<file path="config.mk">
export PLATFORM = sky130hd
export DESIGN_NAME = addsub_sched_flat
export DESIGN_NICKNAME = d
export VERILOG_FILES = /design/src/rtl/addsub_sched_if.sv /design/src/rtl/addsub_sched.sv /design/src/flat_wrapper.sv
export SDC_FILE = /design/constraint.sdc
export NUM_CORES = 1
export LEC_CHECK = 0
export CAP_MARGIN = 15
export CORE_ASPECT_RATIO = 1.1
export CORE_MARGIN = 4
export CORE_UTILIZATION = 30
export DETAILED_ROUTE_END_ITERATION = 7
export SLEW_MARGIN = 20
export SYNTH_ARGS = -nofsm -noshare
export SYNTH_HDL_FRONTEND = slang
export SYNTH_SLANG_ARGS = --single-unit
</file>
<file path="constraint.sdc">
create_clock -name CLK -period 1.1 [get_ports CLK]
set_input_delay 0.11 -clock CLK [delete_from_list [all_inputs] [get_ports CLK]]
set_output_delay 0.11 -clock CLK [all_outputs]
set_load 0.01 [all_outputs]
</file>
<file path="src/rtl/addsub_sched_if.sv">
// Bundles the request channels, the shared addsub operand/result wires and
// the tagged response channel of the addsub scheduler.
interface addsub_sched_if #(
    parameter int WIDTH = 4,
    parameter int N     = 2,
    parameter int IDW   = $clog2(N)
) ();
    logic [N-1:0]       REQ_VALID;
    logic [N-1:0]       REQ_READY;
    logic [N*WIDTH-1:0] REQ_A;
    logic [N*WIDTH-1:0] REQ_B;
    logic [N-1:0]       REQ_SUB;

    logic [WIDTH-1:0]   AS_A;
    logic [WIDTH-1:0]   AS_B;
    logic               AS_SUB;
    logic [WIDTH-1:0]   AS_S;
    logic               AS_COUT;

    logic               RSP_VALID;
    logic               RSP_READY;
    logic [IDW-1:0]     RSP_ID;
    logic [WIDTH-1:0]   RSP_S;
    logic               RSP_COUT;

    // Scheduler side
    modport master (
        input  REQ_VALID, REQ_A, REQ_B, REQ_SUB, AS_S, AS_COUT, RSP_READY,
        output REQ_READY, AS_A, AS_B, AS_SUB, RSP_VALID, RSP_ID, RSP_S, RSP_COUT
    );

    // Requesters, consumer and the shared addsub
    modport slave (
        output REQ_VALID, REQ_A, REQ_B, REQ_SUB, AS_S, AS_COUT, RSP_READY,
        input  REQ_READY, AS_A, AS_B, AS_SUB, RSP_VALID, RSP_ID, RSP_S, RSP_COUT
    );
endinterface

</file>
<file path="src/rtl/addsub_sched.sv">
// Round-robin scheduler sharing one combinational addsub between N requesters;
// one transaction at a time: grant (IDLE) -> compute (EXEC) -> respond (RESP).
module addsub_sched #(
    parameter int WIDTH = 4,
    parameter int N     = 2,
    parameter int IDW   = $clog2(N)
) (
    input  logic           CLK,
    input  logic           RST_N,
    addsub_sched_if.master bus
);
    typedef enum logic [1:0] {IDLE, EXEC, RESP} state_t;

    state_t           state_reg, state_next;
    logic [IDW-1:0]   ptr_reg, ptr_next;
    logic [IDW-1:0]   id_reg, id_next;
    logic [WIDTH-1:0] a_reg, a_next;
    logic [WIDTH-1:0] b_reg, b_next;
    logic             sub_reg, sub_next;
    logic [WIDTH-1:0] s_reg, s_next;
    logic             cout_reg, cout_next;
    logic             rsp_valid_reg, rsp_valid_next;

    logic [WIDTH-1:0] req_a [N];
    logic [WIDTH-1:0] req_b [N];

    generate
        for (genvar gi = 0; gi < N; gi++) begin : g_unpack
            assign req_a[gi] = bus.REQ_A[gi*WIDTH +: WIDTH];
            assign req_b[gi] = bus.REQ_B[gi*WIDTH +: WIDTH];
        end
    endgenerate

    // Search upward from ptr_reg with wrap-around; first valid requester wins.
    logic           grant_found;
    logic [IDW-1:0] grant_id;
    logic [IDW:0]   rr_sum;
    logic [IDW-1:0] rr_idx;

    always_comb begin
        grant_found = 1'b0;
        grant_id    = '0;
        rr_sum      = '0;
        rr_idx      = '0;
        for (int k = 0; k < N; k++) begin
            rr_sum = {1'b0, ptr_reg} + (IDW+1)'(k);
            if (rr_sum >= (IDW+1)'(N))
                rr_sum = rr_sum - (IDW+1)'(N);
            rr_idx = rr_sum[IDW-1:0];
            if (!grant_found && bus.REQ_VALID[rr_idx]) begin
                grant_found = 1'b1;
                grant_id    = rr_idx;
            end
        end
    end

    always_comb begin
        state_next     = state_reg;
        ptr_next       = ptr_reg;
        id_next        = id_reg;
        a_next         = a_reg;
        b_next         = b_reg;
        sub_next       = sub_reg;
        s_next         = s_reg;
        cout_next      = cout_reg;
        rsp_valid_next = rsp_valid_reg;
        bus.REQ_READY  = '0;
        case (state_reg)
            IDLE: begin
                if (grant_found) begin
                    // Gated so no grant is ever shown while reset is held.
                    bus.REQ_READY[grant_id] = RST_N;
                    a_next     = req_a[grant_id];
                    b_next     = req_b[grant_id];
                    sub_next   = bus.REQ_SUB[grant_id];
                    id_next    = grant_id;
                    ptr_next   = (grant_id == IDW'(N-1)) ? '0 : grant_id + 1'b1;
                    state_next = EXEC;
                end
            end
            EXEC: begin
                s_next         = bus.AS_S;
                cout_next      = bus.AS_COUT;
                rsp_valid_next = 1'b1;
                state_next     = RESP;
            end
            RESP: begin
                if (bus.RSP_READY) begin
                    rsp_valid_next = 1'b0;
                    state_next     = IDLE;
                end
            end
            default: state_next = IDLE;
        endcase
    end

    always_ff @(posedge CLK or negedge RST_N) begin
        if (!RST_N) begin
            state_reg     <= IDLE;
            ptr_reg       <= '0;
            id_reg        <= '0;
            a_reg         <= '0;
            b_reg         <= '0;
            sub_reg       <= 1'b0;
            s_reg         <= '0;
            cout_reg      <= 1'b0;
            rsp_valid_reg <= 1'b0;
        end else begin
            state_reg     <= state_next;
            ptr_reg       <= ptr_next;
            id_reg        <= id_next;
            a_reg         <= a_next;
            b_reg         <= b_next;
            sub_reg       <= sub_next;
            s_reg         <= s_next;
            cout_reg      <= cout_next;
            rsp_valid_reg <= rsp_valid_next;
        end
    end

    assign bus.AS_A      = a_reg;
    assign bus.AS_B      = b_reg;
    assign bus.AS_SUB    = sub_reg;
    assign bus.RSP_VALID = rsp_valid_reg;
    assign bus.RSP_ID    = id_reg;
    assign bus.RSP_S     = s_reg;
    assign bus.RSP_COUT  = cout_reg;
endmodule

</file>
<file path="src/flat_wrapper.sv">
// flat-port wrapper written by rule: the top's interface ports become plain ports
module addsub_sched_flat 
#(
    parameter int WIDTH = 4,
    parameter int N     = 2,
    parameter int IDW   = $clog2(N)
)
  (CLK, RST_N, bus_REQ_VALID, bus_REQ_A, bus_REQ_B, bus_REQ_SUB, bus_AS_S, bus_AS_COUT, bus_RSP_READY, bus_REQ_READY, bus_AS_A, bus_AS_B, bus_AS_SUB, bus_RSP_VALID, bus_RSP_ID, bus_RSP_S, bus_RSP_COUT);
  addsub_sched_if #(.WIDTH(WIDTH), .N(N), .IDW(IDW)) bus_i ();
  input  logic CLK;
  input  logic RST_N;
  input wire logic [$bits(bus_i.REQ_VALID)-1:0] bus_REQ_VALID;
  input wire logic [$bits(bus_i.REQ_A)-1:0] bus_REQ_A;
  input wire logic [$bits(bus_i.REQ_B)-1:0] bus_REQ_B;
  input wire logic [$bits(bus_i.REQ_SUB)-1:0] bus_REQ_SUB;
  input wire logic [$bits(bus_i.AS_S)-1:0] bus_AS_S;
  input wire logic [$bits(bus_i.AS_COUT)-1:0] bus_AS_COUT;
  input wire logic [$bits(bus_i.RSP_READY)-1:0] bus_RSP_READY;
  output wire logic [$bits(bus_i.REQ_READY)-1:0] bus_REQ_READY;
  output wire logic [$bits(bus_i.AS_A)-1:0] bus_AS_A;
  output wire logic [$bits(bus_i.AS_B)-1:0] bus_AS_B;
  output wire logic [$bits(bus_i.AS_SUB)-1:0] bus_AS_SUB;
  output wire logic [$bits(bus_i.RSP_VALID)-1:0] bus_RSP_VALID;
  output wire logic [$bits(bus_i.RSP_ID)-1:0] bus_RSP_ID;
  output wire logic [$bits(bus_i.RSP_S)-1:0] bus_RSP_S;
  output wire logic [$bits(bus_i.RSP_COUT)-1:0] bus_RSP_COUT;
  assign bus_i.REQ_VALID = bus_REQ_VALID;
  assign bus_i.REQ_A = bus_REQ_A;
  assign bus_i.REQ_B = bus_REQ_B;
  assign bus_i.REQ_SUB = bus_REQ_SUB;
  assign bus_i.AS_S = bus_AS_S;
  assign bus_i.AS_COUT = bus_AS_COUT;
  assign bus_i.RSP_READY = bus_RSP_READY;
  assign bus_REQ_READY = bus_i.REQ_READY;
  assign bus_AS_A = bus_i.AS_A;
  assign bus_AS_B = bus_i.AS_B;
  assign bus_AS_SUB = bus_i.AS_SUB;
  assign bus_RSP_VALID = bus_i.RSP_VALID;
  assign bus_RSP_ID = bus_i.RSP_ID;
  assign bus_RSP_S = bus_i.RSP_S;
  assign bus_RSP_COUT = bus_i.RSP_COUT;
  addsub_sched #(.WIDTH(WIDTH), .N(N), .IDW(IDW)) u_core (.CLK(CLK), .RST_N(RST_N), .bus(bus_i));
endmodule
</file>
==> out/qor.yml, run 1 <==
outcome:
  result_of_the_run: "complete, but fails checks"
  violations: "setup timing"
synth:
  synthesis.area_um2: 934.6
  sequential_area_share_after_synthesis: 0.5087
  synth-seq-cells: 19
  synth_fp_nets: 115
  post_synth_inst_count: 87
  synth_area_per_cell_um2: 10.74
  yosysWarningCount: 0
  synth_cell_types: 19
critical_path:
  timing.critical_path.to_type: "flop"
  cp_max_fo: 3
  critical_path_startpoint_category: "flop"
  endpoint_arrival_time_on_the_critical_path_ps: 1530
  worst-r2r-setup-slack_ps: -240
  crit_required_ps: 1290
  critPathKind: "reg -> reg"
grt:
  grt_first_pass_wirelength_mm: 4.774
  via_count_of_the_first_global_routing_pass: 1032
  grt_start_max_net_pins: 17
  antenna_violations_before_repair: 0
  grt-ovfl-total: 0
  grtUsageTotal: 0.1569
floorplan:
  std_cell_rows: 20
  floorplan.die.width_um: 61.22
  floorplan.io_pins: 46
  core_area_mm2: 0.002878
  initial_utilization: 0.3248
  fp.dieH_um: 66.54
  floorplan.die_area_mm2: 0.004074
routing:
  drc_errors: 0
  detailedRoute.firstIterationViolations: 27
  first_pass_iters: 4
  detailroute.via_count: 964
  route.detailed.wl_per_inst_um: 14.75
  totalWireLength_mm: 2.817
  postRouteAntennaNets: 0
  via_per_inst: 5.047
clock_tree:
  number_of_levels_in_the_clock_h_tree: 1
  cts.clk_slew.worst_paths_ps: 110
  clk_root_buffer_cell: "sky130_fd_sc_hd__clkbuf_4"
  tritoncts.num_buffers: 3
  post_cts_hold_buffer_count: 0
  cts_num_sinks: 19
  clk_path_buf_depth: 2
  worst_skew_pair.late_latency_ps: 290
  clock_tree_from_tritoncts: "done"
layout:
  post-route-util: 0.6122
  stdcell_count: 191
  post_route_standard_cell_area_excluding_fillers_mm2: 0.001762
  areaGrowthSynthToFinish_pct: 88.49
  drive_gt1_frac: 0.4241
  finalNetCount: 187
  layout.filler_cells: 260
  diodes: 0
hold_path:
  hold_class: "in -> async"
power:
  total_power_mw: 4.403
  share_comb_of_total_power: 0.631
  p_sw_frac: 0.3585
  ir_drop_uv: 1383
  power_density_mw_per_mm2: 2499
  power_leakage_nw: 0.7525
  power.clock.fraction: 0.080
  register_share_of_total_power: 0.290
  power.switching_mw: 1.578
  intPower_mw: 2.824
placed_design:
  buffer_ports.inserted: 45
  post-dp-hpwl_mm: 2.030
  finalWeightedCongestion: 0.7141
  placed_cell_count: 172
  placedInstanceArea_mm2: 0.001505
timing:
  fin_setup_tns_ps: -2854
  setup_slack_ps: -236.0
  clock.fmax_mhz: 748.5
  final_min_period_over_clock_period: 1.215
  tightest_slew_ps: 341.2
  report.final.hold_viol_count: 0
  timing.max_slew.rel_slack: 0.7701
  layout_min_cycle_time_ps: 1336
  final-max-slew-violation-count: 0
  rsz0062_at_grt: "true"
  finalClockSkew_ps: 5.598
  setup_violations: 19
run:
  timing.max_cap.violations: 0
-- through the flow --
step | hold slack (ps) | worst slack, ps
finish | 193.3 | -236.0
global route | 201.1 | -290.8
CTS | 173.9 | -275.5
detailed placement | 476.3 | -650.9
global placement | 468.3 | -647.2
floorplan | -185.6 | -8.585
-- placed cells by master (no fill, tap or decap), types with 2 or more instances in the layout --
cell / instances
sky130_fd_sc_hd__dfrtp_1: 19
sky130_fd_sc_hd__a31oi_2: 5
sky130_fd_sc_hd__a21oi_1: 9
sky130_fd_sc_hd__buf_12: 2
sky130_fd_sc_hd__buf_6: 8
sky130_fd_sc_hd__clkdlybuf4s50_1: 26
sky130_fd_sc_hd__a21oi_2: 3
sky130_fd_sc_hd__clkbuf_4: 3
sky130_fd_sc_hd__o21ai_0: 6
sky130_fd_sc_hd__buf_4: 20
sky130_fd_sc_hd__nor2b_4: 2
sky130_fd_sc_hd__mux2_4: 6
sky130_fd_sc_hd__nand3_1: 10
sky130_fd_sc_hd__nor2_4: 2
sky130_fd_sc_hd__clkbuf_2: 5
sky130_fd_sc_hd__a31oi_4: 4
sky130_fd_sc_hd__o21ai_2: 3
sky130_fd_sc_hd__clkdlybuf4s15_1: 11
sky130_fd_sc_hd__nor2_1: 3
-- worst max-delay path: stages (launching register included) --
cell and delay (ps):
sky130_fd_sc_hd__dfrtp_1 430, sky130_fd_sc_hd__nor2_4 130, sky130_fd_sc_hd__buf_4 120, sky130_fd_sc_hd__buf_6 90, sky130_fd_sc_hd__and2_4 170, sky130_fd_sc_hd__mux2_4 300
-- cell families after synthesis --
kind of cell | count (synthesis) | share of synthesized area
AND/OR/NAND/NOR | 21 | 0.1165
AO/OA/AOI/OAI | 32 | 0.2463
multiplexers | 6 | 0.07630
flip-flops | 19 | 0.5087
buffers and inverters | 9 | 0.05219
-- area by class of cell --
| cell class | count | area [um2] | area share |
|---|---|---|---|
| Sequential cell | 19 | 475.5 | 0.2699 |
| Tap cell | 33 | 41.29 | 0.02344 |
| Multi-Input combinational cell | 59 | 521.8 | 0.2962 |
| Inverter | 2 | 7.507 | 0.004261 |
| Clock buffer | 4 | 26.28 | 0.01491 |
| Timing Repair Buffer | 74 | 689.4 | 0.3913 |
-- Yosys cell counts --
cell / n / area (um2)
sky130_fd_sc_hd__mux2_1: 5 / 56.30
sky130_fd_sc_hd__a21o_1: 1 / 7.510
sky130_fd_sc_hd__a31oi_2: 9 / 112.6
sky130_fd_sc_hd__nand2b_1: 1 / 6.260
sky130_fd_sc_hd__nand3_1: 10 / 50.05
sky130_fd_sc_hd__inv_1: 1 / 3.750
sky130_fd_sc_hd__dfrtp_1: 19 / 475.5
sky130_fd_sc_hd__or2_1: 1 / 6.260
sky130_fd_sc_hd__and3_1: 1 / 6.260
sky130_fd_sc_hd__buf_6: 1 / 11.26
sky130_fd_sc_hd__inv_2: 1 / 3.750
sky130_fd_sc_hd__nor2b_1: 2 / 12.51
sky130_fd_sc_hd__a21oi_1: 12 / 60.06
sky130_fd_sc_hd__clkbuf_2: 1 / 5.000
sky130_fd_sc_hd__o21ai_0: 10 / 50.05
sky130_fd_sc_hd__mux2_4: 1 / 15.01
sky130_fd_sc_hd__buf_2: 5 / 25.02
sky130_fd_sc_hd__nor2_1: 5 / 18.77
sky130_fd_sc_hd__and2_4: 1 / 8.760
-- routing by layer --
layer  vias to the layer above  share of wire  track usage
met1                       460           0.41       0.1981
li1                        462              -            -
met3                         2           0.10      0.04845
met2                        40           0.48       0.2553
met5                         -              0            0
met4                         0         0.0043      0.04065
-- power by group through the flow --
| stage | clock network, mW | logic, mW | registers, mW |
|---|---|---|---|
| finish | 0.351 | 2.78 | 1.28 |
| global route | 0.414 | 2.99 | 1.33 |
| floorplan | 0 | 0.895 | 1.40 |
| global placement | 0 | 2.10 | 1.26 |
| detailed placement | 0 | 2.14 | 1.26 |
| CTS | 0.366 | 2.56 | 1.26 |
-- what timing repair did --
action	in CTS	in global routing
setup buffers	10	7
resized for setup	60	25
pin swaps	5	4
setup endpoints to repair	35	33
-- worst paths after layout --
check,cells past startpoint,startpoint,to
max in group asynchronous,2,RST_N,u_core.bus.AS_B[1]
setup / recovery,5,u_core.state_reg[0],u_core.bus.RSP_ID
setup reg to reg,5,u_core.state_reg[0],u_core.bus.RSP_ID
min in group CLK,3,bus_REQ_A[0],u_core.bus.AS_A[0]
hold / removal,2,RST_N,u_core.ptr_reg
hold reg to reg,1,u_core.bus.RSP_S[1],u_core.bus.RSP_S[1]
No activity file was read; power rests on OpenSTA's default activity.
==> inputs of run 2 (changes only) <==
--- a/config.mk
+++ b/config.mk
@@ -10,6 +10,8 @@
 export CORE_MARGIN = 4
 export CORE_UTILIZATION = 30
 export DETAILED_ROUTE_END_ITERATION = 7
+export GPL_TIMING_DRIVEN = 0
+export SETUP_SLACK_MARGIN = 0.1
 export SLEW_MARGIN = 20
 export SYNTH_ARGS = -nofsm -noshare
 export SYNTH_HDL_FRONTEND = slang
==> run 2 against run 1 <==
The run ends with hold timing, setup timing left. Total power fell by 3.6%. Utilization decreased by 3.2 points. Hold slack worse by 340 ps. Fmax decreased by 6.2%. Non-clock buffer count is 4 lower. Routed wire length increased by 1.6%. Sequential power barely moved. Clock power up 2%. Combinational power is 5% lower. Sequential share of layout area up 1.5 points. Critical path type is now reg -> out. Highest routed layer unchanged.
==> out/qor.yml, run 2 (synthesis results as in run 1) <==
critical_path:
  critical_path_startpoint_category: "flop"
  crit_required_ps: 990
  critical_path.reg2reg.endpoint: "u_core.bus.RSP_S[2]"
  critPathSlowestCell: "sky130_fd_sc_hd__dfrtp_1"
  worst-r2r-setup-slack_ps: -220
  endpoint_arrival_time_on_the_critical_path_ps: 1310
  ff2ff_path_depth: 5
  timing.critical_path.to_type: "output pin"
  path_cells: "nor2_4 > buf_6 > nand3_2 > nor2_4 > buf_6"
  worst_r2r_start: "u_core.state_reg[1]"
  max_stage_delay_ps: 440
  path_buf_inv: 2
  cp_max_fo: 3
  path_delay_family: "flip-flops"
  critPathKind: "reg -> out"
grt:
  via_count_of_the_first_global_routing_pass: 1001
  grtUsageTotal: 0.1544
  grt-ovfl-total: 0
  grt_first_pass_wirelength_mm: 4.574
  grt_start_max_net_pins: 22
  antenna_violations_before_repair: 0
placed_design:
  placed_cell_count: 165
  placement.setup.worst_slack_ps: -1108
  post-dp-hpwl_mm: 1.918
  placedInstanceArea_mm2: 0.001455
  finalWeightedCongestion: 0.6990
  buffer_ports.inserted: 45
floorplan:
  core_area_mm2: 0.002878
  std_cell_rows: 20
  fp.dieH_um: 66.54
  floorplan.die.width_um: 61.22
  initial_utilization: 0.3248
  floorplan.io_pins: 46
  floorplan.die_area_mm2: 0.004074
clock_tree:
  clk_path_buf_depth: 2
  worst_skew_pair.late_latency_ps: 300
  cts.clk_slew.worst_paths_ps: 110
  cts_num_sinks: 19
  clk_root_buffer_cell: "sky130_fd_sc_hd__clkbuf_4"
  tritoncts.num_buffers: 3
  clock_tree_from_tritoncts: "done"
  number_of_levels_in_the_clock_h_tree: 1
routing:
  detailedRoute.firstIterationViolations: 14
  route.detailed.wl_per_inst_um: 15.30
  detailroute.via_count: 915
  via_per_inst: 4.893
  postRouteAntennaNets: 0
  totalWireLength_mm: 2.861
  first_pass_iters: 2
  drc_errors: 0
hold_path:
  hold_class: "in -> async"
layout:
  areaGrowthSynthToFinish_pct: 78.58
  drive_gt1_frac: 0.4740
  mostFrequentLayoutCells: "sky130_fd_sc_hd__clkdlybuf4s50_1, sky130_fd_sc_hd__dfrtp_1, sky130_fd_sc_hd__buf_2"
  stdcell_count: 187
  layout.filler_cells: 273
  diodes: 0
  post_route_standard_cell_area_excluding_fillers_mm2: 0.001669
  post-route-util: 0.5800
  finalNetCount: 183
  final_common_cell: "sky130_fd_sc_hd__clkdlybuf4s50_1"
timing:
  layout_min_cycle_time_ps: 1425
  tightest_slew_ps: 520.8
  report.final.hold_viol_count: 19
  final-max-slew-violation-count: 0
  finalClockSkew_ps: 7.597
  holdWs_ps: -145.4
  final_min_period_over_clock_period: 1.295
  rsz0062_at_grt: "true"
  setup_violations: 18
  setup_slack_ps: -324.8
  clock.fmax_mhz: 701.9
  fin_setup_tns_ps: -3072
  timing.max_slew.rel_slack: 0.6528
power:
  power_density_mw_per_mm2: 2542
  ir_drop_uv: 1245
  total_power_mw: 4.243
  power_leakage_nw: 0.7289
outcome:
  violations: "hold timing, setup timing"
  result_of_the_run: "complete, but fails checks"
run:
  timing.max_cap.violations: 0
run 2: cell types whose count changed in the layout (fill, tap and decap cells not counted), moves of 3 or more:
cell,before,now
sky130_fd_sc_hd__buf_2,1,17
sky130_fd_sc_hd__clkdlybuf4s15_1,11,0
sky130_fd_sc_hd__buf_4,20,11
sky130_fd_sc_hd__clkbuf_2,5,0
sky130_fd_sc_hd__buf_6,8,12
sky130_fd_sc_hd__a21oi_1,9,12
sky130_fd_sc_hd__a21oi_2,3,0
sky130_fd_sc_hd__a31oi_2,5,8
sky130_fd_sc_hd__a31oi_4,4,1
run 2: area by class of cell:
cell class              count  area [um2]  share of cell area
plain buffers               7       85.08             0.05097
clock buffers               3       22.52             0.01349
clock inverters             1       5.005            0.002999
inverters                   2       10.01            0.005997
multi-input cells          59       484.2              0.2901
flip-flops and latches     19       475.5              0.2849
well taps                  33       41.29             0.02474
repair buffers             63       545.5              0.3268
run 2: worst reg2reg max path, delay by kind of cell, from the launching register on:
family	cells	cell delay [ps]
buffers and inverters	3	390
flip-flops	1	440
multiplexers	1	300
AND/OR/NAND/NOR	1	100
run 2: timing repair:
action,in CTS,in global routing
endpoints found under the setup margin,36,23
cloned,1,0
pin swaps,3,6
resized for setup,94,15
hold endpoints to repair,19,19
buffers inserted,14,4
run 2: worst max path at each step:
| stage | start | to | slack [ps] | cells after the start |
|---|---|---|---|---|
| 3_5_place_dp | RST_N | bus_REQ_READY[0] | -1110 | 4 |
| 5_1_grt | u_core.ptr_reg | bus_REQ_READY[0] | -390 | 6 |
| 3_3_place_gp | RST_N | bus_REQ_READY[0] | -1090 | 4 |
| 4_1_cts | u_core.state_reg[0] | bus_REQ_READY[0] | -300 | 5 |
| 6_report | u_core.state_reg[1] | bus_REQ_READY[0] | -320 | 5 |
| 2_1_floorplan | u_core.state_reg[1] | u_core.bus.RSP_ID | -9 | 3 |
run 2: metal layers:
layer / share of wire / vias to the layer above / track usage
met2: 0.48 / 40 / 0.2632
li1: - / 447 / -
met5: 0 / - / 0
met4: 0.011 / 0 / 0.06504
met1: 0.41 / 424 / 0.1713
met3: 0.099 / 4 / 0.05039
run 2: where the power goes:
| group | internal (mW) | switching (mW) |
|---|---|---|
| combinational | 1.53 | 1.10 |
| sequential | 1.05 | 0.204 |
| clock | 0.136 | 0.222 |
| total | 2.71 | 1.53 |
==> inputs of run 3 (changes only) <==
--- a/config.mk
+++ b/config.mk
@@ -12,6 +12,7 @@
 export DETAILED_ROUTE_END_ITERATION = 7
 export GPL_TIMING_DRIVEN = 0
 export SETUP_SLACK_MARGIN = 0.1
+export SKIP_CTS_REPAIR_TIMING = 1
 export SLEW_MARGIN = 20
 export SYNTH_ARGS = -nofsm -noshare
 export SYNTH_HDL_FRONTEND = slang
==> run 3 against run 2 <==
The run still ends with hold timing, setup timing left. Count of clock-buffer cells in the layout stayed put. Flip-flop and latch count stayed put. Cell count is 2.1% lower. Clock power hardly changed. Sequential power hardly changed. Final area is 2.8% lower. Critical path depth is 1 higher. Register-to-register slack better by 90 ps. Clock skew is 3.4 ps higher. Largest power group unchanged.
==> out/qor.yml, run 3 (synthesis results as in run 1) <==
critical_path:
  path_cells: "clkdlybuf4s50_1 > buf_6 > inv_2 > nor2_4 > and3_1 > buf_2"
  worst_r2r_start: "u_core.state_reg[0]"
  cp_max_fo: 10
  worst-r2r-setup-slack_ps: -130
  critical_path.reg2reg.endpoint: "u_core.bus.RSP_S[2]"
  max_stage_delay_ps: 510
  timing.critical_path.to_type: "output pin"
  critPathKind: "in -> out"
  crit_required_ps: 990
  endpoint_arrival_time_on_the_critical_path_ps: 1340
  critical_path_startpoint_category: "input pin"
  ff2ff_path_depth: 4
  critPathSlowestCell: "sky130_fd_sc_hd__clkdlybuf4s50_1"
grt:
  globalRoute.busiestLayer: "met2"
  via_count_of_the_first_global_routing_pass: 952
  grt_first_pass_wirelength_mm: 4.188
  groute.layer.met3.usage: 0.06589
  grt_start_max_net_pins: 22
  globalRouteMet2Util: 0.2262
  grt-ovfl-total: 0
  gr-usage-met1: 0.1535
  grtUsageTotal: 0.1387
  antenna_violations_before_repair: 0
routing:
  postRouteAntennaNets: 0
  detailroute.via_count: 901
  totalWireLength_mm: 2.806
  first_pass_iters: 4
  route.detailed.wl_per_inst_um: 15.33
  detailedRoute.firstIterationViolations: 7
  drc_errors: 0
  via_per_inst: 4.923
floorplan:
  floorplan.die.width_um: 61.22
  std_cell_rows: 20
  floorplan.die_area_mm2: 0.004074
  initial_utilization: 0.3248
  core_area_mm2: 0.002878
  fp.dieH_um: 66.54
  floorplan.io_pins: 46
timing:
  setup_violations: 17
  clock.fmax_mhz: 690.7
  timing.max_slew.rel_slack: 0.6513
  report.final.hold_viol_count: 19
  final_min_period_over_clock_period: 1.316
  holdWs_ps: -244.1
  final-max-slew-violation-count: 0
  rsz0062_at_grt: "true"
  layout_min_cycle_time_ps: 1448
  finalClockSkew_ps: 10.97
  tightest_slew_ps: 523.0
  setup_slack_ps: -347.8
power:
  register_share_of_total_power: 0.313
  share_comb_of_total_power: 0.598
  p_sw_frac: 0.3617
  power_density_mw_per_mm2: 2505
  power.clock.fraction: 0.089
  power.switching_mw: 1.469
  intPower_mw: 2.593
  power_leakage_nw: 0.7275
  ir_drop_uv: 1282
clock_tree:
  clk_path_buf_depth: 2
  number_of_levels_in_the_clock_h_tree: 1
  clock_tree_from_tritoncts: "done"
  tritoncts.num_buffers: 3
  worst_skew_pair.late_latency_ps: 300
  clk_root_buffer_cell: "sky130_fd_sc_hd__clkbuf_4"
  cts_num_sinks: 19
  cts.clk_slew.worst_paths_ps: 120
layout:
  post-route-util: 0.5635
  layout.filler_cells: 281
  mostFrequentLayoutCells: "sky130_fd_sc_hd__clkdlybuf4s50_1, sky130_fd_sc_hd__dfrtp_1, sky130_fd_sc_hd__buf_4, sky130_fd_sc_hd__clkbuf_2, sky130_fd_sc_hd__a21oi_1"
  post_route_standard_cell_area_excluding_fillers_mm2: 0.001622
  drive_gt1_frac: 0.4467
  final_common_cell: "sky130_fd_sc_hd__clkdlybuf4s50_1"
  diodes: 0
  finalNetCount: 179
  areaGrowthSynthToFinish_pct: 73.49
placed_design:
  buffer_ports.inserted: 45
  placement.setup.worst_slack_ps: -1108
  post-dp-hpwl_mm: 1.918
  finalWeightedCongestion: 0.6990
  placedInstanceArea_mm2: 0.001455
outcome:
  violations: "hold timing, setup timing"
  result_of_the_run: "complete, but fails checks"
run:
  timing.max_cap.violations: 0
hold_path:
  hold_class: "in -> async"
[run 3: routing by layer]
metal  share of wire  wire [um]  up-vias
met5               0          0        -
met4           0.017         49        0
met3            0.10        289        5
met2            0.46       1300       41
met1            0.42       1166      414
li1                -          -      441
[run 3: worst max path at each step]
stage / start / to / slack (ps)
after global routing: u_core.state_reg[1] / bus_REQ_READY[0] / -420
after floorplan: u_core.state_reg[1] / u_core.bus.RSP_ID / -9
after CTS: RST_N / bus_REQ_READY[0] / -1120
after detailed placement: RST_N / bus_REQ_READY[0] / -1110
after global placement: RST_N / bus_REQ_READY[0] / -1090
final: bus_REQ_VALID[1] / bus_REQ_READY[1] / -350
[run 3: worst max-delay path, delay by kind of cell]
kind,cells,cell delay (ps)
and+or+nand+nor,2,310
buffers and inverters,4,930
[run 3: final cells by class]
type                    instances  area [um2]  area share
repair buffers                 59       523.0      0.3225
flip-flops and latches         19       478.0      0.2948
multi-input cells              59       474.2      0.2924
plain buffers                   7       70.07     0.04321
well taps                      33       41.29     0.02546
clock buffers                   3       22.52     0.01389
inverters                       2       7.507    0.004630
clock inverters                 1       5.005    0.003086
[run 3: through the flow]
| stage | power (mW) | cells | setup TNS [ps] |
|---|---|---|---|
| final | 4.062 | 183 | -1837 |
| after global routing | 4.333 | 183 | -2783 |
| after CTS | 3.751 | 169 | -7023 |
| after global placement | 3.350 | 165 | -8938 |
| after detailed placement | 3.384 | 165 | -9362 |
| after floorplan | 2.433 | 87 | -8.585 |
[run 3: power by group through the flow]
stage | combinational [mW] | sequential (mW) | clock (mW)
after global routing | 2.62 | 1.31 | 0.400
final | 2.43 | 1.27 | 0.360
after detailed placement | 2.10 | 1.28 | 0
after floorplan | 1.03 | 1.40 | 0
after CTS | 2.11 | 1.28 | 0.364
after global placement | 2.08 | 1.27 | 0
